### config.mk
export PLATFORM = sky130hd
export DESIGN_NAME = ikaopll_bus_writer
export DESIGN_NICKNAME = d
export VERILOG_FILES = /design/src/rtl/ikaopll_bus_writer.sv
export SDC_FILE = /design/constraint.sdc
export NUM_CORES = 1
export LEC_CHECK = 0
export BUFFER_PORTS_ARGS = -buffer_cell sky130_fd_sc_hd__buf_2
export CORE_MARGIN = 3
export CORE_UTILIZATION = 45
export DETAILED_ROUTE_END_ITERATION = 12
export GPL_TIMING_DRIVEN = 0
export PLACE_DENSITY = 0.74
export SETUP_SLACK_MARGIN = 0.4
export SYNTH_ARGS = -nofsm -noshare
export SYNTH_HDL_FRONTEND = slang
export SYNTH_SLANG_ARGS = --single-unit
### constraint.sdc
create_clock -name i_EMUCLK -period 9.5 [get_ports i_EMUCLK]
set_clock_uncertainty 0.2 [all_clocks]
set_input_delay 1.425 -clock i_EMUCLK [delete_from_list [all_inputs] [get_ports i_EMUCLK]]
set_output_delay 1.425 -clock i_EMUCLK [all_outputs]
set_load 0.05 [all_outputs]
### src/rtl/ikaopll_bus_writer.sv
// OPLL CPU-bus write sequencer: queues {addr,data} requests and plays each one
// out as an address cycle then a data cycle, honouring the chip's post-write waits.
module ikaopll_bus_writer #(
    parameter int FIFO_DEPTH_LOG2 = 3,
    parameter int STROBE_LEN      = 2,
    parameter int ADDR_WAIT       = 12,
    parameter int DATA_WAIT       = 84
) (
    input  logic                     i_EMUCLK,
    input  logic                     i_RST,
    input  logic                     i_phiM_PCEN_n,
    input  logic                     i_REQ_VALID,
    input  logic [7:0]               i_REQ_ADDR,
    input  logic [7:0]               i_REQ_DATA,
    output logic                     o_REQ_READY,
    output logic                     o_CS_n,
    output logic                     o_WR_n,
    output logic                     o_A0,
    output logic [7:0]               o_D,
    output logic                     o_BUSY,
    output logic [FIFO_DEPTH_LOG2:0] o_FIFO_LEVEL
);

    localparam int DEPTH    = 1 << FIFO_DEPTH_LOG2;
    localparam int WAIT_MAX = (ADDR_WAIT > DATA_WAIT) ? ADDR_WAIT : DATA_WAIT;
    localparam int WCNT_W   = (WAIT_MAX > 2) ? $clog2(WAIT_MAX) : 1;
    localparam int SCNT_W   = (STROBE_LEN > 1) ? $clog2(STROBE_LEN) : 1;

    // Wait states last WAIT-1 ticks; the setup state that follows supplies the last one.
    localparam logic [SCNT_W-1:0] STRB_LOAD = SCNT_W'(STROBE_LEN - 1);
    localparam logic [WCNT_W-1:0] AW_LOAD   = WCNT_W'(ADDR_WAIT - 2);
    localparam logic [WCNT_W-1:0] DW_LOAD   = WCNT_W'(DATA_WAIT - 2);
    localparam logic [FIFO_DEPTH_LOG2:0] FULL_LEVEL = (FIFO_DEPTH_LOG2+1)'(DEPTH);

    typedef struct packed {
        logic [7:0] addr;
        logic [7:0] data;
    } req_t;

    typedef enum logic [2:0] {
        IDLE, SETUP_A, STRB_A, WAIT_A, SETUP_D, STRB_D, WAIT_D
    } state_t;

    logic tick;
    logic push, pop, start, has_req, strb_nx;
    req_t mem [DEPTH];
    req_t head;
    logic [FIFO_DEPTH_LOG2-1:0] wptr, rptr;
    logic [FIFO_DEPTH_LOG2:0]   level, level_nx;

    state_t            state, state_nx;
    logic [SCNT_W-1:0] scnt, scnt_nx;
    logic [WCNT_W-1:0] wcnt, wcnt_nx;
    logic [7:0]        dat, dat_nx, d_nx;
    logic              a0_nx;

    assign tick         = ~i_phiM_PCEN_n;
    assign o_REQ_READY  = (level != FULL_LEVEL);
    assign o_FIFO_LEVEL = level;
    assign push         = i_REQ_VALID & o_REQ_READY;
    assign has_req      = (level != '0);
    assign head         = mem[rptr];

    always_ff @(posedge i_EMUCLK) begin
        if (push)
            mem[wptr] <= '{addr: i_REQ_ADDR, data: i_REQ_DATA};
    end

    always_comb begin
        level_nx = level;
        unique case ({push, pop})
            2'b10:   level_nx = level + 1'b1;
            2'b01:   level_nx = level - 1'b1;
            default: level_nx = level;
        endcase
    end

    always_comb begin
        state_nx = state;
        scnt_nx  = scnt;
        wcnt_nx  = wcnt;
        d_nx     = o_D;
        a0_nx    = o_A0;
        dat_nx   = dat;
        start    = 1'b0;
        pop      = 1'b0;
        if (tick) begin
            unique case (state)
                IDLE:    start = has_req;
                SETUP_A: begin
                    state_nx = STRB_A;
                    scnt_nx  = STRB_LOAD;
                end
                STRB_A: begin
                    if (scnt == '0) begin
                        state_nx = WAIT_A;
                        wcnt_nx  = AW_LOAD;
                    end else begin
                        scnt_nx = scnt - 1'b1;
                    end
                end
                WAIT_A: begin
                    if (wcnt == '0) begin
                        state_nx = SETUP_D;
                        d_nx     = dat;
                        a0_nx    = 1'b1;
                    end else begin
                        wcnt_nx = wcnt - 1'b1;
                    end
                end
                SETUP_D: begin
                    state_nx = STRB_D;
                    scnt_nx  = STRB_LOAD;
                end
                STRB_D: begin
                    if (scnt == '0) begin
                        state_nx = WAIT_D;
                        wcnt_nx  = DW_LOAD;
                    end else begin
                        scnt_nx = scnt - 1'b1;
                    end
                end
                WAIT_D: begin
                    if (wcnt == '0) begin
                        state_nx = IDLE;
                        start    = has_req;
                    end else begin
                        wcnt_nx = wcnt - 1'b1;
                    end
                end
                default: state_nx = IDLE;
            endcase
            // Back-to-back from WAIT_D skips IDLE so the data wait stays exact.
            if (start) begin
                pop      = 1'b1;
                state_nx = SETUP_A;
                d_nx     = head.addr;
                a0_nx    = 1'b0;
                dat_nx   = head.data;
            end
        end
    end

    assign strb_nx = (state_nx == STRB_A) || (state_nx == STRB_D);

    always_ff @(posedge i_EMUCLK) begin
        if (i_RST) begin
            state  <= IDLE;
            scnt   <= '0;
            wcnt   <= '0;
            dat    <= '0;
            wptr   <= '0;
            rptr   <= '0;
            level  <= '0;
            o_CS_n <= 1'b1;
            o_WR_n <= 1'b1;
            o_A0   <= 1'b0;
            o_D    <= '0;
            o_BUSY <= 1'b0;
        end else begin
            state  <= state_nx;
            scnt   <= scnt_nx;
            wcnt   <= wcnt_nx;
            dat    <= dat_nx;
            level  <= level_nx;
            o_CS_n <= ~strb_nx;
            o_WR_n <= ~strb_nx;
            o_A0   <= a0_nx;
            o_D    <= d_nx;
            o_BUSY <= (level_nx != '0) || (state_nx != IDLE);
            if (push)
                wptr <= wptr + 1'b1;
            if (pop)
                rptr <= rptr + 1'b1;
        end
    end

endmodule

==> reports/metrics.cfg, run 1 <==
[power]
pwr-share-seq_pct = 39.9
switching_share_pct = 32.9
p_int_mw = 1.55
ir_drop_mv = 0.148
power_density_nw_per_um2 = 280
p_sw_mw = 0.764
p_leak_nw = 2.73
clockPowerShare_pct = 31.6
combPwrFrac_pct = 28.5

[synthesis]
synth-seq-cells = 171
synth_nets = 480
syn-cell-area_um2 = 7050
ys.warnings.count = 0
synth_ff_type = edfxtp_1
netlist_instances = 455
synth_edf_count = 128
ys_types = 58
avgSynthCellArea_um2 = 15.5
seq_area_frac_synth_pct = 66.7
async_flop_share_pct = 0

[global_routing]
met3_usage_pct = 4.86
grt_max_degree = 18
use_met2_pct = 28.9
grt_pass1_wl_mm = 23.6
grt.busiest_layer = met2
grt_usage_pct = 17.7
met1_usage_pct = 22.9
grt_pass1_vias = 4281
overflow = 0
antenna_found_initial = 1

[worst_setup_path]
critical_path_class = flop to flop
end_kind = flop
arrival_ps = 4120
start_kind = flop
cp_data_required_time_ps = 9590
slowest_delay_ps = 540
cp_cell_sequence = inv_1, ha_1, or4b_1, o22ai_2, nand3_1, inv_1, buf_2, ha_1, clkbuf_1, nor3b_1, a21o_1, o2111ai_1, nor4b_1, a41oi_2
slowest_stage = or4b_1
cp_max_fo = 10

[sta]
rsz0062_at_grt = false
tns_ps = 0
period_share_pct = 42.5
slew_headroom_pct = 31.1
finalSetupViolations = 0
drv_slew = 0
fin_crit_ps = 4040
worstMarginPinSlew_ps = 1030
fmax_mhz = 248
hold_viol_final = 0

[clocking]
ctsResizeCount = 0
numCtsBuffers = 17
cts_setup_buffers = 0
insertion_delay_ps = 430
clock-root-buffer = clkbuf_16
clk_pin_slew_worst_paths_ps = 70
cts_sinks = 171
htreeDepth = 4
cts_hold_buf = 0
clockBufferDepth = 2
cts_tree = built

[route]
ant_nets = 0
vias = 4249
totalWireLength_mm = 14.7
wl_per_cell_um = 19.8
drc = 0
viasPerCell = 5.73
firstDrtPassIters = 5
drt_iter0_drc = 323

[finish]
syn2layout_area_growth_pct = 17.3
final_nets = 543
fin_area_um2 = 8270
layout.cells.most_common = edfxtp_1
drive_gt1_share_pct = 25.6
diodes = 0
mostFrequentLayoutCells = edfxtp_1, buf_2, dfxtp_1

[floorplan]
die_h_um = 131
die_w_um = 131
dieArea_um2 = 17200
initial_core_util_pct = 46.2
io_pins = 37
rows = 45
core_area_um2 = 15300

[placement]
placed_area_um2 = 7630
dp_hpwl_mm = 9.68
io_buffers = 35
gp_congestion = 0.965

[worst_hold_path]
hold_path.class = flop to flop

[job]
drv_cap = 0

[run_status]
status = finished, final reports clean

## sequential cells by signal (all words and copies together) (netlist names), named ones only
signal        count
mem             128
wcnt              7
o_A0              1
o_D               8
scnt              1
rptr              3
o_BUSY            1
dat               8
state             3
o_FIFO_LEVEL      4
o_WR_n            1
wptr              3
## synthesized netlist by cell type, drive strengths merged (2+ instances only)
cell / n / share of area [%]
nand2: 9 / 0.48
and3: 3 / 0.27
inv: 9 / 0.48
buf: 16 / 1.2
xor2: 6 / 0.75
a2111o: 8 / 1.3
nor4: 2 / 0.27
clkbuf: 13 / 0.69
nor2b: 2 / 0.18
a21o: 2 / 0.21
nand3: 7 / 0.50
nand4: 2 / 0.18
dfxtp: 43 / 12
or4b: 2 / 0.28
nor2: 35 / 1.9
mux4: 32 / 10
nand2b: 9 / 0.80
ha: 5 / 0.89
o211a: 2 / 0.28
nand4b: 2 / 0.25
a21oi: 32 / 2.3
and2: 2 / 0.18
o21ai: 16 / 1.1
a211oi: 13 / 1.5
xnor2: 4 / 0.50
or3b: 2 / 0.25
nor3: 7 / 0.50
o31ai: 2 / 0.21
and4: 2 / 0.25
edfxtp: 128 / 55
nor4b: 2 / 0.25
mux2i: 18 / 2.6
## routing by layer
layer,wire [um],part of all wire [%],vias up
li1,-,-,1926
met1,6240,43,2137
met2,7240,49,157
met3,893,6.1,27
met4,274,1.9,2
met5,7,0.048,-
## cells by family after synthesis
logic type	synth area share (%)
AOI/OAI and AO/OA	8.89
buffers and inverters	2.41
xor gates and xnor gates	1.24
muxes	12.8
adders and majority gates	0.887
and+or+nand+nor	7.05
DFF	66.7
## per-stage QoR
stage / util (%) / hold WS (ps) / worst slack (ps) / power, mW / instances
after floorplan: - / 272 / 5710 / 1.43 / 455
after global placement: 49.1 / 262 / 3930 / 1.57 / 701
after detailed placement: 50.0 / 274 / 5380 / 1.59 / 710
after CTS: 54.2 / 287 / 5530 / 2.33 / 742
after global routing: 54.2 / 308 / 5190 / 2.43 / 742
final: 54.2 / 284 / 5460 / 2.32 / 742
## worst max-delay path: cells and delay by family, from the launching register on
kind	cells	cell delay (ps)
fa+ha+maj	2	370
compound gates	4	820
simple gates	4	1410
buf+inv	4	770
flops	1	320
## worst paths after layout
path | startpoint | to | slack, ps | cells past startpoint
max | wcnt[0] | o_BUSY | 5460 | 14
max reg2reg | wcnt[0] | o_BUSY | 5460 | 14
min reg2reg | o_A0 | o_A0 | 280 | 2
min | o_A0 | o_A0 | 280 | 2
## power groups by stage
stage	Sequential, mW	Combinational (mW)	Clock [mW]
after detailed placement	0.941	0.654	0
after floorplan	1.00	0.428	0
after global placement	0.938	0.628	0
after global routing	0.935	0.717	0.775
final	0.926	0.660	0.732
after CTS	0.925	0.660	0.744
## layout make-up
type	count	area (um^2)
Sequential cell	171	4700
Tap cell	211	264
Multi-Input combinational cell	246	2210
Clock inverter	15	209
Timing Repair Buffer	44	284
Buffer	29	136
Clock buffer	17	425
Fill cell	1192	6990
Inverter	9	33.8
No activity file was read; power rests on OpenSTA's default activity.
==> inputs of run 2 (changes only) <==
--- a/config.mk
+++ b/config.mk
@@ -10,7 +10,7 @@
 export CORE_UTILIZATION = 45
 export DETAILED_ROUTE_END_ITERATION = 12
 export GPL_TIMING_DRIVEN = 0
-export PLACE_DENSITY = 0.74
+export PLACE_DENSITY = 0.76
 export SETUP_SLACK_MARGIN = 0.4
 export SYNTH_ARGS = -nofsm -noshare
 export SYNTH_HDL_FRONTEND = slang
==> constraint.sdc (replaced) <==
create_clock -name i_EMUCLK -period 3.4 [get_ports i_EMUCLK]
set_clock_uncertainty 0.2 [all_clocks]
set_input_delay 0.51 -clock i_EMUCLK [delete_from_list [all_inputs] [get_ports i_EMUCLK]]
set_output_delay 0.51 -clock i_EMUCLK [all_outputs]
set_load 0.05 [all_outputs]
==> reports/metrics.cfg, run 2 (synthesis gave the netlist of run 1 again) <==
[worst_setup_path]
crit_start = o_FIFO_LEVEL[1]
crit_buf_inv = 2
start_kind = flop
arrival_ps = 3230
slowest_delay_ps = 530
cp_max_fo = 8
critical_path_class = flop to flop
path_depth = 12
critPathTopFamily = simple AND/OR/NAND/NOR gates
cp_cell_sequence = buf_6, or4b_4, buf_6, a2111oi_4, nand2_2, xnor2_1, ha_1, nor2_1, a21o_1, o2111ai_2, nor4b_2, a41oi_2
cp_data_required_time_ps = 3460
end_kind = flop
cp-endpoint = o_BUSY
r2r_start = o_FIFO_LEVEL[1]
reg2reg_depth = 12
r2r_slack_ps = 230
reg2reg_to = o_BUSY
crit_top_cell = buf_6
slowest_stage = or4b_4

[power]
ir_drop_mv = 0.403
finalPower_mw = 6.42
power_density_nw_per_um2 = 766
p_leak_nw = 2.78

[floorplan]
io_pins = 37
die_w_um = 131
core_area_um2 = 15300
die_h_um = 131
rows = 45
initial_core_util_pct = 46.2
dieArea_um2 = 17200

[placement]
pre_cts_slack_ps = -184
gp_congestion = 0.889
dp_hpwl_mm = 9.99
io_buffers = 35

[clocking]
numCtsBuffers = 17
clock-root-buffer = clkbuf_16
clk_pin_slew_worst_paths_ps = 60
insertion_delay_ps = 420
htreeDepth = 4
clockBufferDepth = 2
cts_sinks = 171
cts_hold_buf = 0
cts_tree = built

[route]
totalWireLength_mm = 14.9
vias = 4223
wl_per_cell_um = 19.9
drc = 0
viasPerCell = 5.63
firstDrtPassIters = 5
drt_iter0_drc = 319
ant_nets = 0

[finish]
final_nets = 554
diodes = 0
largest_register_ffs = 128
mostFrequentLayoutCells = edfxtp_1, buf_2, dfxtp_1
layout.cells.most_common = edfxtp_1
syn2layout_area_growth_pct = 18.8
reg_top3 = mem: 128 flops, dat: 8 flops, o_D: 8 flops
drive_gt1_share_pct = 28.9
top_register = mem

[global_routing]
grt_pass1_vias = 4374
antenna_found_initial = 0
grt_pass1_wl_mm = 24.2
grt_usage_pct = 18.2
grt_max_degree = 17
overflow = 0

[sta]
period_share_pct = 93.1
setup_ws_ps = 234
rsz0062_at_grt = true
fin_crit_ps = 3170
worstMarginPinSlew_ps = 963
hold_viol_final = 0
drv_slew = 0
fmax_mhz = 316
slew_headroom_pct = 35.5
hold-worst-slack_ps = 156
finalSetupViolations = 0

[run_status]
status = finished, final reports clean

[job]
drv_cap = 0

[worst_hold_path]
hold_path.class = input port to flop

[run 2: through the flow]
step                area, um^2  util [%]  setup TNS, ps  cells
floorplan                 7110         -              0    455
global placement          7550      49.5         -18100    701
detailed placement        7710      50.5           -268    709
CTS                       8360      54.8              0    749
global route              8370      54.9              0    750
finish                    8370      54.9              0    750
[run 2: per-layer routing]
layer | routed length (um) | vias to the layer above | share of wire (%) | GRT usage (%)
li1 | - | 1937 | - | -
met5 | 0 | - | 0 | 0
met4 | 133 | 0 | 0.89 | 4.96
met3 | 843 | 13 | 5.6 | 4.94
met2 | 7520 | 147 | 50 | 30.3
met1 | 6450 | 2126 | 43 | 23.7
[run 2: final cells by class]
cell class	count	area, um^2
fillers	1178	6880
flip-flops and latches	171	4710
multi-input cells	246	2270
clock buffers	19	433
repair buffers	55	385
well taps	211	264
plain buffers	29	174
clock inverters	10	95.1
inverters	9	33.8
[run 2: worst min-delay path by stage]
stage | cells after the start | end | slack (ps) | start
global route | 1 | mem[3][5] | 150 | i_REQ_DATA[5]
detailed placement | 2 | o_A0 | 280 | o_A0
global placement | 2 | o_A0 | 250 | o_A0
floorplan | 2 | wcnt[6] | 270 | wcnt[6]
CTS | 1 | mem[3][5] | 150 | i_REQ_DATA[5]
finish | 1 | mem[3][5] | 160 | i_REQ_DATA[5]
[run 2: repair_timing]
item,in CTS,in global routing
setup buffers,11,1
pin swaps,8,3
gates resized for setup,12,2
setup endpoints to repair,3,5
[run 2: report_power, final]
part / total (mW) / switching, mW / leakage (nW) / internal (mW)
Combinational: 2.04 / 1.20 / 1.01 / 0.842
Sequential: 2.61 / 0.143 / 1.51 / 2.47
Clock: 1.76 / 0.766 / 0.253 / 0.998
